### src/rtl/nonrestoring_div_if.sv
// Start/done handshake and result bus of the sequential non-restoring divider.
// The master drives operands and the start strobe; the slave returns the result and op counters.
interface nonrestoring_div_if #(
    parameter int WIDTH = 32,
    parameter int CW    = 6
);
    logic             inp;
    logic [WIDTH-1:0] dvd;
    logic [WIDTH-1:0] dvs;
    logic             done;
    logic [CW-1:0]    adds;
    logic [CW-1:0]    subs;
    logic [WIDTH-1:0] quot;
    logic [WIDTH-1:0] rem;
    logic             divzero;

    modport master (
        output inp, dvd, dvs,
        input  done, adds, subs, quot, rem, divzero
    );

    modport slave (
        input  inp, dvd, dvs,
        output done, adds, subs, quot, rem, divzero
    );
endinterface

### src/rtl/nonrestoring_div.sv
// Sequential signed divider, one quotient bit per clock (non-restoring), with add/sub op counters.
// Define DIV_SKIP_LZ_EN to pre-shift the leading zeros of |dvd| out and run only the remaining iterations.
module nonrestoring_div #(
    parameter int WIDTH = 32,
    parameter int CW    = 6
) (
    input  logic              clk,
    input  logic              rst,
    nonrestoring_div_if.slave bus
);
    typedef enum logic [2:0] {
        S_IDLE,
        S_LOAD,
        S_RUN,
        S_FIX,
        S_SIGN,
        S_ZERO
    } state_t;

    state_t           state_q, state_d;
    logic [WIDTH:0]   r_q, r_d;
    // Dividend bits leave at the top while quotient bits enter at the bottom.
    logic [WIDTH-1:0] qs_q, qs_d;
    logic [WIDTH-1:0] dvs_abs_q, dvs_abs_d;
    logic [WIDTH-1:0] dvd_raw_q, dvd_raw_d;
    logic             neg_dvd_q, neg_dvd_d;
    logic             neg_dvs_q, neg_dvs_d;
    logic [CW-1:0]    cnt_q, cnt_d;
    logic [CW-1:0]    adds_q, adds_d;
    logic [CW-1:0]    subs_q, subs_d;
    logic [WIDTH-1:0] quot_q, quot_d;
    logic [WIDTH-1:0] rem_q, rem_d;
    logic             divzero_q, divzero_d;

    logic [WIDTH:0]   r_shift;
    logic [WIDTH:0]   dvs_ext;

    // The partial remainder always fits WIDTH bits signed, so its top bit is redundant before the shift.
    assign r_shift = {r_q[WIDTH-1:0], qs_q[WIDTH-1]};
    assign dvs_ext = {1'b0, dvs_abs_q};

`ifdef DIV_SKIP_LZ_EN
    logic [CW-1:0] lz;
    logic [CW-1:0] n_iter;

    function automatic logic [CW-1:0] count_lz(input logic [WIDTH-1:0] v);
        logic [CW-1:0] n;
        n = CW'(WIDTH);
        for (int i = 0; i < WIDTH; i++) begin
            if (v[i]) n = CW'(WIDTH - 1 - i);
        end
        return n;
    endfunction

    assign lz     = count_lz(qs_q);
    assign n_iter = CW'(WIDTH) - lz;
`endif

    always_ff @(posedge clk or posedge rst) begin
        if (rst) begin
            state_q   <= S_IDLE;
            r_q       <= '0;
            qs_q      <= '0;
            dvs_abs_q <= '0;
            dvd_raw_q <= '0;
            neg_dvd_q <= 1'b0;
            neg_dvs_q <= 1'b0;
            cnt_q     <= '0;
            adds_q    <= '0;
            subs_q    <= '0;
            quot_q    <= '0;
            rem_q     <= '0;
            divzero_q <= 1'b0;
        end else begin
            state_q   <= state_d;
            r_q       <= r_d;
            qs_q      <= qs_d;
            dvs_abs_q <= dvs_abs_d;
            dvd_raw_q <= dvd_raw_d;
            neg_dvd_q <= neg_dvd_d;
            neg_dvs_q <= neg_dvs_d;
            cnt_q     <= cnt_d;
            adds_q    <= adds_d;
            subs_q    <= subs_d;
            quot_q    <= quot_d;
            rem_q     <= rem_d;
            divzero_q <= divzero_d;
        end
    end

    always_comb begin
        state_d   = state_q;
        r_d       = r_q;
        qs_d      = qs_q;
        dvs_abs_d = dvs_abs_q;
        dvd_raw_d = dvd_raw_q;
        neg_dvd_d = neg_dvd_q;
        neg_dvs_d = neg_dvs_q;
        cnt_d     = cnt_q;
        adds_d    = adds_q;
        subs_d    = subs_q;
        quot_d    = quot_q;
        rem_d     = rem_q;
        divzero_d = divzero_q;

        // A start strobe wins in every state, aborting whatever was in flight.
        if (bus.inp) begin
            state_d   = S_LOAD;
            qs_d      = bus.dvd[WIDTH-1] ? -bus.dvd : bus.dvd;
            dvs_abs_d = bus.dvs[WIDTH-1] ? -bus.dvs : bus.dvs;
            dvd_raw_d = bus.dvd;
            neg_dvd_d = bus.dvd[WIDTH-1];
            neg_dvs_d = bus.dvs[WIDTH-1];
            r_d       = '0;
            adds_d    = '0;
            subs_d    = '0;
            divzero_d = 1'b0;
        end else begin
            case (state_q)
                S_LOAD: begin
                    r_d = '0;
                    if (dvs_abs_q == '0) begin
                        state_d = S_ZERO;
                    end else begin
`ifdef DIV_SKIP_LZ_EN
                        qs_d    = qs_q << lz;
                        cnt_d   = n_iter;
                        state_d = (n_iter == '0) ? S_FIX : S_RUN;
`else
                        cnt_d   = CW'(WIDTH);
                        state_d = S_RUN;
`endif
                    end
                end
                S_RUN: begin
                    if (!r_q[WIDTH]) begin
                        r_d    = r_shift - dvs_ext;
                        subs_d = subs_q + CW'(1);
                    end else begin
                        r_d    = r_shift + dvs_ext;
                        adds_d = adds_q + CW'(1);
                    end
                    qs_d  = {qs_q[WIDTH-2:0], ~r_d[WIDTH]};
                    cnt_d = cnt_q - CW'(1);
                    if (cnt_q == CW'(1)) state_d = S_FIX;
                end
                S_FIX: begin
                    if (r_q[WIDTH]) begin
                        r_d    = r_q + dvs_ext;
                        adds_d = adds_q + CW'(1);
                    end
                    state_d = S_SIGN;
                end
                S_SIGN: begin
                    quot_d  = (neg_dvd_q ^ neg_dvs_q) ? -qs_q : qs_q;
                    rem_d   = neg_dvd_q ? -r_q[WIDTH-1:0] : r_q[WIDTH-1:0];
                    state_d = S_IDLE;
                end
                S_ZERO: begin
                    quot_d    = '1;
                    rem_d     = dvd_raw_q;
                    divzero_d = 1'b1;
                    state_d   = S_IDLE;
                end
                default: state_d = S_IDLE;
            endcase
        end
    end

    assign bus.done    = (state_q == S_IDLE);
    assign bus.adds    = adds_q;
    assign bus.subs    = subs_q;
    assign bus.quot    = quot_q;
    assign bus.rem     = rem_q;
    assign bus.divzero = divzero_q;
endmodule
### src/flat_wrapper.sv
// flat-port wrapper written by rule: the top's interface ports become plain ports
module nonrestoring_div_flat 
#(
    parameter int WIDTH = 32,
    parameter int CW    = 6
)
  (clk, rst, bus_inp, bus_dvd, bus_dvs, bus_done, bus_adds, bus_subs, bus_quot, bus_rem, bus_divzero);
  nonrestoring_div_if #(.WIDTH(WIDTH), .CW(CW)) bus_i ();
  input  logic clk;
  input  logic rst;
  input wire logic [$bits(bus_i.inp)-1:0] bus_inp;
  input wire logic [$bits(bus_i.dvd)-1:0] bus_dvd;
  input wire logic [$bits(bus_i.dvs)-1:0] bus_dvs;
  output wire logic [$bits(bus_i.done)-1:0] bus_done;
  output wire logic [$bits(bus_i.adds)-1:0] bus_adds;
  output wire logic [$bits(bus_i.subs)-1:0] bus_subs;
  output wire logic [$bits(bus_i.quot)-1:0] bus_quot;
  output wire logic [$bits(bus_i.rem)-1:0] bus_rem;
  output wire logic [$bits(bus_i.divzero)-1:0] bus_divzero;
  assign bus_i.inp = bus_inp;
  assign bus_i.dvd = bus_dvd;
  assign bus_i.dvs = bus_dvs;
  assign bus_done = bus_i.done;
  assign bus_adds = bus_i.adds;
  assign bus_subs = bus_i.subs;
  assign bus_quot = bus_i.quot;
  assign bus_rem = bus_i.rem;
  assign bus_divzero = bus_i.divzero;
  nonrestoring_div #(.WIDTH(WIDTH), .CW(CW)) u_core (.clk(clk), .rst(rst), .bus(bus_i));
endmodule
### config.mk
export PLATFORM = sky130hd
export DESIGN_NAME = nonrestoring_div_flat
export DESIGN_NICKNAME = d
export VERILOG_FILES = /design/src/rtl/nonrestoring_div_if.sv /design/src/rtl/nonrestoring_div.sv /design/src/flat_wrapper.sv
export SDC_FILE = /design/constraint.sdc
export NUM_CORES = 1
export LEC_CHECK = 0
export CAP_MARGIN = 20
export CORE_MARGIN = 1.5
export CORE_UTILIZATION = 53
export CTS_CLUSTER_DIAMETER = 200
export DETAILED_ROUTE_END_ITERATION = 12
export GPL_TIMING_DRIVEN = 1
export HOLD_SLACK_MARGIN = 0.1
export PLACE_DENSITY = 0.75
export SYNTH_ARGS = -nofsm -noshare
export SYNTH_HDL_FRONTEND = slang
export SYNTH_SLANG_ARGS = --single-unit
### constraint.sdc
create_clock -name clk -period 20.3 [get_ports clk]
set_input_delay 4.06 -clock clk [delete_from_list [all_inputs] [get_ports clk]]
set_output_delay 4.06 -clock clk [all_outputs]
set_load 0.02 [all_outputs]
==> results of run 1 <==
==> cell usage after synthesis (5+ instances only) <==
cell	instances
a211o_1	5
a211oi_1	13
a21o_1	34
a21oi_1	162
a221o_1	6
a22o_1	11
a22oi_1	11
a31oi_1	15
and2_1	10
and3_1	10
buf_1	15
clkbuf_1	67
dfrtp_1	216
ha_1	74
inv_1	47
mux2_2	35
mux2i_1	34
nand2_1	136
nand2b_1	11
nand3_1	16
nand4_1	13
nor2_1	156
nor2b_1	6
nor3_1	32
nor3b_1	8
nor4_1	13
o21a_1	8
o21ai_0	141
o21ai_1	7
o21bai_1	12
o22ai_1	39
o31ai_1	30
o41ai_1	9
or2_2	9
or3_1	24
or4_1	19
or4_4	8
xnor2_1	110
xor2_1	100
==> per-stage QoR <==
step / cell area, um2 / hold WS (ns) / cells / setup slack, ns / utilization, %
finish: 17800 / 0.478 / 2237 / 13.43 / 63.7
global route: 17800 / 0.509 / 2237 / 13.26 / 63.7
CTS: 17800 / 0.486 / 2237 / 13.42 / 63.7
detailed placement: 17000 / 0.474 / 2193 / 12.86 / 60.7
global placement: 17000 / 0.462 / 2192 / 12.91 / 60.6
floorplan: 15200 / 0.474 / 1735 / 10.33 / -
==> layout make-up <==
class                      instances  area share [%]
clock buffer                      36            4.02
clock inverter                     8           0.645
sequential                       216            30.3
tap                              378            2.65
multi-input combinational       1388            52.3
timing repair buffer             163            9.00
inverter                          48            1.05
==> flip-flops by register name, summed over array words and instances, names as in the netlist <==
name and count:
u_core.dvs_abs_q 32, u_core.cnt_q 6, u_core.qs_q 32, u_core.bus.quot 32
u_core.dvd_raw_q 31, u_core.bus.divzero 1, u_core.neg_dvd_q 1, u_core.bus.subs 6
u_core.state_q 3, u_core.neg_dvs_q 1, u_core.r_q 33, u_core.bus.adds 6
u_core.bus.rem 32
==> worst max path at each step <==
stage | start | to | cells past startpoint
global route | bus_dvd[2] | u_core.qs_q[30] | 10
finish | bus_dvd[4] | u_core.qs_q[29] | 10
floorplan | rst | u_core.bus.adds[0] | 1
global placement | bus_dvd[2] | u_core.qs_q[29] | 10
detailed placement | bus_dvd[2] | u_core.qs_q[29] | 10
CTS | bus_dvd[2] | u_core.qs_q[29] | 10
==> logic make-up after synthesis <==
group,Yosys count,share of synthesized area [%]
compound gates,542,22.1
xor+xnor,210,12.1
fa+ha+maj,76,6.35
buf+inv,131,3.24
flops,216,35.5
mux,69,4.83
simple gates,491,15.9
==> power groups by stage <==
stage / Combinational [W] / Sequential [W] / Clock [W]
5_1_grt: 0.000494 / 0.000563 / 0.000482
6_report: 0.000447 / 0.000554 / 0.000456
4_1_cts: 0.000447 / 0.000553 / 0.000465
3_5_place_dp: 0.000444 / 0.000560 / 0
3_3_place_gp: 0.000436 / 0.000558 / 0
2_1_floorplan: 0.000257 / 0.000586 / 0
==> layer usage <==
metal	vias to the layer above	GRT usage, %
met2	392	43.4
met4	0	7.18
met1	6251	37.2
met5	-	0
li1	6516	-
met3	57	2.95
==> results.md, run 1 <==
Run status:
- The run finished with clean final reports.

Route:
- The routed length on met1 is 18,100 um.
- The count of vias placed by the detailed router is 13,200.
- The detailed router finished its first iteration with 903 violations.
- The wire length per cell after detailed routing is 17.5 um.
- The uppermost signal routing layer after detailed routing is met4.
- The routed wire length is 39,100 um.
- The detailed-routed wire length on met3 is 2280 um.
- For this run, design rule violations remaining after detail routing come to 0.
- The total iterations of the first detailed-routing run is 5.
- Dividing the detail-routed via count by the number of cells gives 5.91.
- The detail route stage leaves a number of antenna-violating nets equal to 0.
- The met2 wirelength from detailed routing is 17,800 um.

Power:
- The leakage power figure is 7.76 nW.
- The completed layout was analyzed and its total power is 0.00146 W.
- The share of total power dissipated in combinational logic is 30.7%.
- The relative contribution of the clock network to total power is 31.3%.
- The worst-case IR drop observed on VDD is 0.0503 mV.
- The analysis attributes to net switching a power of 0.000489 W.
- Internal power comes to 0.000969 W.
- For this design the ratio of total power to cell area is 81.7 nW/um2.
- The share of total power dissipated in sequential elements is 38.0%.
- Net switching is 33.5% of the power.

Placement:
- Summed over all nets, the half-perimeter wirelength after detailed placement is 29,100 um.
- The count of buffers inserted at the top-level ports is 144.
- Routability-driven placement finished with a final weighted congestion of 0.917.

Hold path:
- The capture endpoint of the worst hold path is u_core.bus.rem[24].
- The worst min-delay path category is reg -> reg.
- Counting instances, the worst hold path has a depth of 1.
- The worst hold path begins at u_core.bus.rem[24].

STA:
- The count of final max-slew check failures is 0.
- The maximum frequency from static timing analysis is 146 MHz.
- The worst-case headroom to the max-slew limit is 28.6%.
- After routing, the total negative slack on setup checks comes to 0 ns.
- For the final database, setup skew stands at 0.00859 ns.
- Setup violations remaining at the end of the flow were counted as 0.
- The worst path needs 6.87 ns of the cycle, external delays included.
- The transition time at the pin with the least slew margin is 1.07 ns.
- Setup repair after global routing left no endpoint under its margin.
- The hold violation total from the final report is 0.
- The final critical path takes up 33.8% of the cycle.

Setup path:
- The cell family with the largest share of critical-path delay is simple AND/OR/NAND/NOR gates.
- The internal reg-to-reg setup slack is 14.54 ns.
- In this run the critical register-to-register path is captured at u_core.qs_q[0].
- The required time at the worst-slack endpoint is 20.69 ns.
- The number of cells on the worst reg-to-reg path is 16.
- Data arrives at the worst endpoint at 7.26 ns.
- The highest net fanout along the worst path is 5.
- The worst register-to-register path begins at u_core.dvs_abs_q[2].
- The type of origin of the critical path is an input port.
- STA classifies the critical path endpoint as a flip-flop.
- The slowest stage of the critical path belongs to the cell or4_4.
- The number of buffer and inverter stages on the critical path is 1.
- The most frequent cell on the critical path is or4_4.
- The type of the worst setup path is in -> reg.
- The signal on the critical path passes through clkdlybuf4s50_1 > nor4_2 > nand3_1 > or4_4 > or4_4 > or3_1 > or2_1 > o41ai_2 > xor2_1 > a21oi_1.
- The biggest cell delay along the critical path is 0.53 ns.

CTS:
- Clock-pin slew was measured on the worst setup and hold paths at 0.06 ns.
- After clock tree synthesis, the flow added hold-fix buffers numbering 0.
- The number of clock buffers inserted by TritonCTS is 25.
- The maximum clock path buffer count is 3.
- The master cell of the clock root buffer is clkbuf_16.
- TritonCTS built the clock tree.
- Post-CTS timing repair inserted 0 buffers for setup.
- The insertion delay to the later sink of the worst-skew pair is 0.54 ns.
- In this run the number of H-tree levels came out at 1.
- After clock tree synthesis, the repair step resized 0 gates.
- The clock net in this run drives a total of 216 sinks.

Floorplanning:
- The initial utilization of the core area, before any placement, comes to 54.3%.
- The y dimension of the die is 172 um.
- After floorplanning, the core was divided into 61 placement rows.
- 145 I/O pins were placed.
- The area of the die is 29,700 um2.
- From left edge to right edge, the die measures 172 um.
- The area of the core region is 28,000 um2.

Logic synthesis:
- In this run, synthesis produced a sequential element count of 216.
- Of the synthesized area, sequential elements account for 35.5%.
- The synthesized netlist occupies a cell area of 15,200 um2.
- The average instance in the mapped netlist occupies 8.77 um2.
- Yosys printed 0 warnings.
- The number of distinct library cells after synthesis is 77.
- The flip-flop cell with the highest count after synthesis is dfrtp_1.
- The net count after synthesis is 1,878.
- The biggest area contributor in the post-synthesis netlist is dfrtp_1.
- Ranked by total cell area, the synthesized netlist is headed by dfrtp_1 36%, xnor2_1 6.3%, ha_1 6.1%, xor2_1 5.8%, a21oi_1 5.3%.
- The share of synthesized area in the top cell type comes to 35.5%.
- Synthesis produced 1,735 cells.
- The fraction of registers with async set/reset is 100%.
- In this run, synthesis inferred 0 flip-flops with an integrated enable.

Global route:
- For this run, the total global-route usage over all layers was measured as 26.5%.
- The via count of the first global-routing pass came to 12,500.
- The total congestion overflow after global routing is 0.
- The largest net degree at the start of global routing is 107.
- The number of antenna violations at the first check in global routing is 0.
- The first-pass GRT wire length is 63,100 um.

Finish:
- The area growth from synthesis to layout is 17.2%.
- Summing all flip-flop and latch instances after layout gives 5410 um2.
- The area occupied by multi-input gates is 9330 um2.
- The library cell used most frequently in the layout, excluding fill and tap cells, is dfrtp_1.
- The final-stage net count is 1,985.
- The share of final-layout standard cells stronger than drive strength 1 is 7.10%.
- The library cells used most frequently in the layout, excluding fill and tap cells, are 216 x dfrtp_1, 162 x a21oi_1, 154 x nor2_1.
- The number of inserted filler cells in the final layout is 2,380.
- The number of antenna cells inserted is 0.

Flow run:
- Across the run, the number of max-cap violations was 0.
Power figures use the tool's default switching activity.
==> run 2: changes to the inputs <==
Settings changed: PLACE_DENSITY 0.75 to 0.78.
Clock period 20.3 ns to 5.9 ns, I/O delays scaled along.
==> run 2 against run 1 <==
  * Count of clock-buffer cells in the layout decreased by 2
  * Non-clock buffer count unchanged
  * Combinational power grew to 3.4 times the previous value
  * Sequential power rose to 3.4 times the previous value
  * Total power increased to 3.5 times the previous value
  * Via count rose by 1.0%
  * Critical endpoint is now u_core.qs_q[0]
==> results.md, run 2 (synthesis results as in run 1) <==
Finish:
- In the layout the commonest cells are 216 x dfrtp_1, 162 x a21oi_1, 154 x nor2_1.
- The sequential standard cell area came to 5410 um2 (unchanged).
- The post-route cell area is 17,900 um2 (+0.41%).
- The flip-flop count of the largest register, all copies and words added came to 33 (unchanged).
- The share of final-layout standard cells stronger than drive strength 1 came to 7.31% (+0.21 points).
- The final standard cell count with taps included and fillers excluded is 2,239 (+0.089%).
- The final-stage net count came to 1,985 (unchanged).
- The synthesis-to-layout area growth is 17.7%.
- The number of inserted filler cells in the final layout is 2,336 (-1.8%).
- The most flop-heavy register is u_core.r_q.
- The most frequent standard cell in the layout excluding fill and tap cells is dfrtp_1.
- The number of antenna cells inserted is 0 (unchanged).
- The area occupied by multi-input gates is 9330 um2 (unchanged).

Setup path:
- The path depth of the worst reg2reg path was 16 (unchanged).
- Among the stages of the critical path, the cell type that occurs most often is or3_1.
- The internal reg-to-reg setup slack is 1.03 ns (-13.51 ns).
- The highest net fanout along the worst path is 6 (+1).
- In this run the critical register-to-register path is launched from u_core.dvs_abs_q[2].
- The biggest cell delay along the critical path was 0.49 ns (-0.04 ns).
- The critical path is of the reg -> reg type.
- The required time at the worst-slack endpoint is 6.29 ns (-14.40 ns).
- On the critical path, the stage with the largest delay is an instance of a211oi_1.
- The kind of end point of the critical path is a flip-flop.
- The number of buffer and inverter stages on the critical path is 1 (unchanged).
- Traced cell by cell, the critical path runs through or3_1 > or3_1 > nor4_1 > buf_4 > and4b_1 > a21oi_1 > xor2_1 > ha_1 > a21oi_1 > o21ai_0 > or3_1 > a41oi_1 > o21ai_0 > a211oi_1 > mux2i_1 > o311ai_0.
- The data arrival time of the critical path is 5.26 ns (-2.00 ns).
- The capture instance of the worst register-to-register path is u_core.qs_q[0].
- Grouping stages by cell kind, the critical path spends the most delay in compound AO/OA/AOI/OAI gates.
- The type of origin of the critical path is a flip-flop.

Global route:
- The number of antenna violations at the first check in global routing came to 0 (unchanged).
- The via count of the first global-routing pass was 12,800 (+3.1%).
- The total congestion overflow after global routing is 0 (unchanged).
- The largest net degree at the start of global routing came to 168 (+57%).
- The first-pass GRT wire length came to 65,300 um (+3.5%).
- The total global-route track usage is 27.5% (+0.97 points).

CTS:
- The clock transition at the registers of the reported paths is 0.06 ns (about the same).
- The insertion delay to the later sink of the worst-skew pair is 0.54 ns (about the same).
- The master cell of the clock root buffer is clkbuf_16.
- The quantity of gates resized following cts is 0 (unchanged).
- TritonCTS built the clock tree.
- The number of clock buffers inserted by TritonCTS came to 25 (unchanged).
- The hold buffer count at cts came to 0 (unchanged).
- The number of buffers inserted by post-CTS setup repair came to 0 (unchanged).
- The maximum clock path buffer count is 3 (unchanged).
- The total clock sinks is 216 (unchanged).
- The level count of the clock H-tree is 1 (unchanged).

Route:
- The wire length per cell after detailed routing is 18.0 um (+3.1%).
- The routed wire length came to 40,300 um (+3.2%).
- The post-route DRC violation count is 0 (unchanged).
- The total iterations of the first detailed-routing run was 5 (unchanged).
- The first-iteration detailed-routing DRC count is 914 (+1.2%).
- The post-detailed-route count of antenna-violating nets is 0 (unchanged).
- The detail-routed via count per cell is 5.96 (+0.92%).
- The count of vias placed by the detailed router is 13,300 (+1.0%).

Power:
- The power consumption is 0.00517 W (+250%).
- The sequential cell fraction of total power is 37.0% (-1.0 points).
- The worst ir drop on vdd was 0.207 mV (+310%).
- The internal power of the cells came to 0.00346 W (+260%).
- The leakage power figure is 7.80 nW (+0.53%).
- The relative contribution of the clock network to total power was 33.2% (+1.9 points).
- The power per standard cell area is 289 nW/um2 (+250%).
- The switching power summed over all nets is 0.00171 W (+250%).
- The fraction of power consumed by combinational cells is 29.8% (-0.9 points).
- The fraction of power spent switching nets is 33.1% (-0.47 points).

Floorplanning:
- The area of the core region was 28,000 um2 (unchanged).
- The area of the die came to 29,700 um2 (unchanged).
- The horizontal extent of the die is 172 um (unchanged).
- The number of cell rows is 61 (unchanged).
- The total I/O pin count is 145 (unchanged).
- The y dimension of the die is 172 um (unchanged).
- The initial standard-cell utilization of the core came to 54.3% (unchanged).

STA:
- Setup repair after global routing left no endpoint under its margin.
- The final clock skew came to 0.0200 ns (+0.0114 ns).
- The transition time at the pin with the least slew margin came to 1.21 ns (+0.140 ns).
- The maximum frequency from static timing analysis is 206 MHz.
- The worst-case headroom to the max-slew limit is 19.3% (-9.3 points).
- The post-route worst hold slack is 0.490 ns (+0.0117 ns).
- The count of final max-slew check failures came to 0 (unchanged).
- The final period demand of the worst path is 4.87 ns.
- The hold violation total from the final report was 0 (unchanged).
- The final number of setup-violating endpoints is 0 (unchanged).
- The setup total negative slack is 0 ns (unchanged).
- The final clock period utilization by the worst path is 82.5%.

Placement:
- The count of buffers inserted at the top-level ports came to 144 (unchanged).
- The detailed-placement wirelength estimate was 29,800 um (+2.5%).
- The placement-stage cell area is 17,000 um2 (about the same).
- The weighted congestion at the end of routability-driven global placement is 0.920 (+0.35%).
- The post-placement cell count is 2,193 (unchanged).

Hold path:
- The cell depth of the worst min-delay path came to 2 (+1).
- The capture endpoint of the worst hold path is u_core.bus.rem[4].
- The worst min-delay path category is reg -> reg.
- The launch instance of the worst min-delay path is u_core.bus.rem[4].

Flow run:
- The number of maximum-capacitance constraint violations is 0 (unchanged).

Run status:
- The flow ran to the end, and the final reports show no timing, DRC or antenna violations.
-- run 2: metrics by stage --
step | setup WS (ns) | util, %
floorplan | 1.46 | -
global placement | 1.16 | 60.6
detailed placement | 1.10 | 60.7
CTS | 1.05 | 63.9
global route | 0.738 | 63.9
finish | 1.03 | 63.9
-- run 2: worst min-delay path, delay by kind of cell, from the launching register on --
kind,cells,cell delay [ns]
compound gates,1,0.06
simple gates,1,0.05
flops,1,0.34
-- run 2: how the worst max path moves through the flow --
stage	start	cells after the start	slack, ns	endpoint
finish	u_core.dvs_abs_q[2]	16	1.03	u_core.qs_q[0]
global route	u_core.dvs_abs_q[2]	16	0.74	u_core.qs_q[0]
CTS	u_core.dvs_abs_q[2]	16	1.05	u_core.qs_q[0]
detailed placement	u_core.dvs_abs_q[2]	16	1.10	u_core.qs_q[0]
global placement	u_core.dvs_abs_q[2]	16	1.16	u_core.qs_q[0]
floorplan	u_core.dvs_abs_q[2]	15	1.46	u_core.qs_q[0]
-- run 2: layer usage --
layer | part of all wire [%] | vias up | track usage (%)
met5 | 0 | - | 0
met3 | 5.9 | 59 | 3.62
met4 | 2.3 | 0 | 7.67
met1 | 45 | 6378 | 37.2
li1 | - | 6511 | -
met2 | 46 | 401 | 46.1
-- run 2: power groups by stage --
| stage | registers (W) | logic, W | clock network [W] |
|---|---|---|---|
| floorplan | 0.00202 | 0.000885 | 0 |
| global placement | 0.00193 | 0.00150 | 0 |
| detailed placement | 0.00193 | 0.00153 | 0 |
| CTS | 0.00191 | 0.00154 | 0.00174 |
| global route | 0.00194 | 0.00170 | 0.00179 |
| finish | 0.00191 | 0.00154 | 0.00171 |
-- run 2: area by class of cell --
type	count	area share, %
clock buffer	34	3.96
timing repair buffer	163	8.96
sequential	216	30.2
clock inverter	12	1.12
tap	378	2.64
inverter	48	1.03
multi-input combinational	1388	52.1
==> run 3: changes to the inputs <==
Settings changed: PLACE_DENSITY 0.78 to 0.75.
Clock period 5.9 ns to 5 ns, I/O delays scaled along.
==> run 3 against run 2 <==
  * Register-to-register slack worse by 0.74 ns
  * Setup slack worse by 0.74 ns
  * Via count is 0.97% higher
  * Total power is 11% higher
  * Sequential power is 18% higher
  * Hold slack worse by 0.0021 ns
  * Clock skew is 0.0063 ns lower
==> results.md, run 3 (synthesis results as in run 1) <==
Route:
- The routed wire length is 39,800 um (-1.4%).
- The count of vias placed by the detailed router is 13,500 (+0.97%).
- The wire length per cell after detailed routing is 17.7 um (-1.5%).
- The total iterations of the first detailed-routing run came to 5 (unchanged).
- The post-detailed-route count of antenna-violating nets is 0 (unchanged).
- The detail-routed via count per cell came to 6.01 (+0.83%).
- The post-route DRC violation count is 0 (unchanged).
- The first-iteration detailed-routing DRC count is 1,169 (+28%).

Power:
- The internal power of the cells is 0.00379 W (+9.5%).
- The fraction of power spent switching nets is 33.8% (+0.74 points).
- The fraction of power consumed by combinational cells came to 31.7% (+1.9 points).
- The relative contribution of the clock network to total power was 28.8% (-4.4 points).
- The power per standard cell area is 322 nW/um2 (+11%).
- The sequential cell fraction of total power is 39.4% (+2.4 points).
- The worst ir drop on vdd is 0.230 mV (+11%).
- The switching power summed over all nets is 0.00193 W (+13%).
- The power consumption is 0.00572 W (+11%).
- The leakage power figure is 7.75 nW (-0.59%).

CTS:
- The total clock sinks is 216 (unchanged).
- TritonCTS built the clock tree.
- The insertion delay to the later sink of the worst-skew pair is 0.52 ns (-0.02 ns).
- The clock transition at the registers of the reported paths came to 0.06 ns (about the same).
- The number of clock buffers inserted by TritonCTS is 25 (unchanged).
- The master cell of the clock root buffer is clkbuf_16.
- The maximum clock path buffer count is 3 (unchanged).
- The level count of the clock H-tree was 1 (unchanged).

Setup path:
- The type of the worst setup path is reg -> reg.
- The capture instance of the worst register-to-register path is u_core.qs_q[0].
- The path depth of the worst reg2reg path is 15 (-1).
- The required time at the worst-slack endpoint was 5.34 ns (-0.95 ns).
- The kind of end point of the critical path is a flip-flop.
- The data arrival time of the critical path is 5.04 ns (-0.22 ns).
- The worst flop-to-flop path startpoint is u_core.dvs_abs_q[2].
- The type of origin of the critical path is a flip-flop.
- The endpoint of the most critical setup path is u_core.qs_q[0].
- The highest net fanout along the worst path is 6 (unchanged).
- Tracing the worst setup path back leads to its startpoint at u_core.dvs_abs_q[2].
- The internal reg-to-reg setup slack is 0.30 ns (-0.74 ns).

Finish:
- The final standard cell count with taps included and fillers excluded is 2,242 (+0.13%).
- The final core area utilization was 63.5% (-0.39 points).
- The number of inserted filler cells in the final layout is 2,411 (+3.2%).
- More flip-flops sit in one register than any other, and that register is u_core.r_q.
- The number of antenna cells inserted is 0 (unchanged).
- The area occupied by multi-input gates was 9340 um2 (+0.12%).
- The sequential standard cell area is 5410 um2 (unchanged).
- The post-route cell area is 17,800 um2 (-0.61%).
- The area growth from synthesis to layout is 17.0%.
- The share of final-layout standard cells stronger than drive strength 1 is 7.40% (+0.096 points).
- In the layout the commonest cells are 216 x dfrtp_1, 162 x a21oi_1, 154 x nor2_1.
- The flip-flop count of the largest register, all copies and words added is 33 (unchanged).
- The final-stage net count is 1,996 (+0.55%).
- The most frequent standard cell in the layout excluding fill and tap cells is dfrtp_1.

STA:
- The final period demand of the worst path is 4.70 ns (-0.165 ns).
- The hold violation total from the final report is 0 (unchanged).
- The transition time at the pin with the least slew margin was 0.973 ns (-0.233 ns).
- The final number of setup-violating endpoints is 0 (unchanged).
- The final clock period utilization by the worst path was 94.0% (+12 points).
- The final clock skew is 0.0137 ns (-0.00631 ns).
- The worst-case headroom to the max-slew limit came to 34.9% (+16 points).
- The maximum frequency from static timing analysis is 213 MHz (+3.5%).
- Setup repair after global routing left no endpoint under its margin.
- The count of final max-slew check failures is 0 (unchanged).
- The setup total negative slack was 0 ns (unchanged).

Hold path:
- The startpoint identified for the worst hold timing path is u_core.bus.rem[24].
- The path class of the tightest hold or removal check is reg -> reg.

Floorplanning:
- The y dimension of the die came to 172 um (unchanged).
- The total I/O pin count is 145 (unchanged).
- The number of cell rows is 61 (unchanged).
- The horizontal extent of the die was 172 um (unchanged).
- The initial standard-cell utilization of the core is 54.3% (unchanged).
- The area of the core region is 28,000 um2 (unchanged).
- The area of the die came to 29,700 um2 (unchanged).

Global route:
- The via count of the first global-routing pass came to 12,700 (-0.69%).
- The number of antenna violations at the first check in global routing came to 0 (unchanged).
- The first-pass GRT wire length is 64,100 um (-1.9%).
- The total global-route track usage came to 26.9% (-0.61 points).
- The largest net degree at the start of global routing came to 119 (-29%).
- The total congestion overflow after global routing was 0 (unchanged).

Flow run:
- The number of maximum-capacitance constraint violations came to 0 (unchanged).

Run status:
- The run finished with clean final reports.

Placement:
- The count of buffers inserted at the top-level ports was 144 (unchanged).
- The weighted congestion at the end of routability-driven global placement is 1.01 (+9.7%).
- The detailed-placement wirelength estimate is 29,900 um (+0.35%).
- The placement-stage cell area was 17,000 um2 (+0.28%).
- The post-placement cell count came to 2,202 (+0.41%).
==> run 3: changes by cell type in the layout (fill, tap and decap cells not counted), moves of 3 or more <==
cell	before	now
clkbuf_1	4	7
clkbuf_8	5	0
bufinv_16	5	1
buf_4	17	29
==> run 3: final cells by class <==
class,instances,area share (%)
repair buffers,174,9.48
well taps,378,2.66
inverters,48,1.03
flip-flops and latches,216,30.4
multi-input cells,1388,52.5
clock inverters,6,0.309
clock buffers,32,3.66
==> run 3: per-layer routing <==
metal  up-vias  part of all wire [%]  global-route usage, %
li1       6535                     -                      -
met5         -                     0                      0
met1      6392                    44                   36.0
met4         0                   2.8                   8.66
met3        64                   6.6                   2.86
met2       487                    46                   45.5
==> run 3: worst min-delay path by stage <==
stage | to | depth (start not counted)
after floorplan | u_core.dvd_raw_q[26] | 1
after global placement | u_core.bus.rem[24] | 1
after detailed placement | u_core.bus.rem[24] | 1
after CTS | u_core.bus.rem[24] | 1
after global routing | u_core.bus.rem[24] | 1
final | u_core.bus.rem[24] | 1
==> run 3: through the flow <==
step / worst slack (ns) / hold WS, ns
final: 0.299 / 0.488
after global routing: 0.00379 / 0.500
after CTS: 0.0946 / 0.485
after detailed placement: 0.116 / 0.469
after global placement: 0.316 / 0.471
after floorplan: 0.562 / 0.474
==> run 3: worst max-delay path, stage by stage, from the launching register on <==
cell,delay (ns)
dfrtp_1,0.44
or3_1,0.42
or3_1,0.38
nor4_2,0.28
and4b_1,0.34
a21oi_1,0.11
xor2_1,0.15
ha_1,0.36
a21oi_1,0.21
o21ai_0,0.17
or3_1,0.40
a41oi_1,0.33
o21ai_1,0.22
a211oi_2,0.35
mux2i_1,0.22
o311ai_0,0.15
==> run 3: repair_timing <==
item	4_1_cts	5_1_grt
buffers inserted	0	1
endpoints found under the setup margin	0	5
hold buffers	0	0
gates resized for setup	0	3
==> run 3: power groups by stage <==
stage | Clock (W) | Sequential (W) | Combinational, W
2_1_floorplan | 0 | 0.00238 | 0.00104
3_3_place_gp | 0 | 0.00227 | 0.00175
3_5_place_dp | 0 | 0.00228 | 0.00180
4_1_cts | 0.00168 | 0.00225 | 0.00181
5_1_grt | 0.00174 | 0.00229 | 0.00201
6_report | 0.00165 | 0.00226 | 0.00182
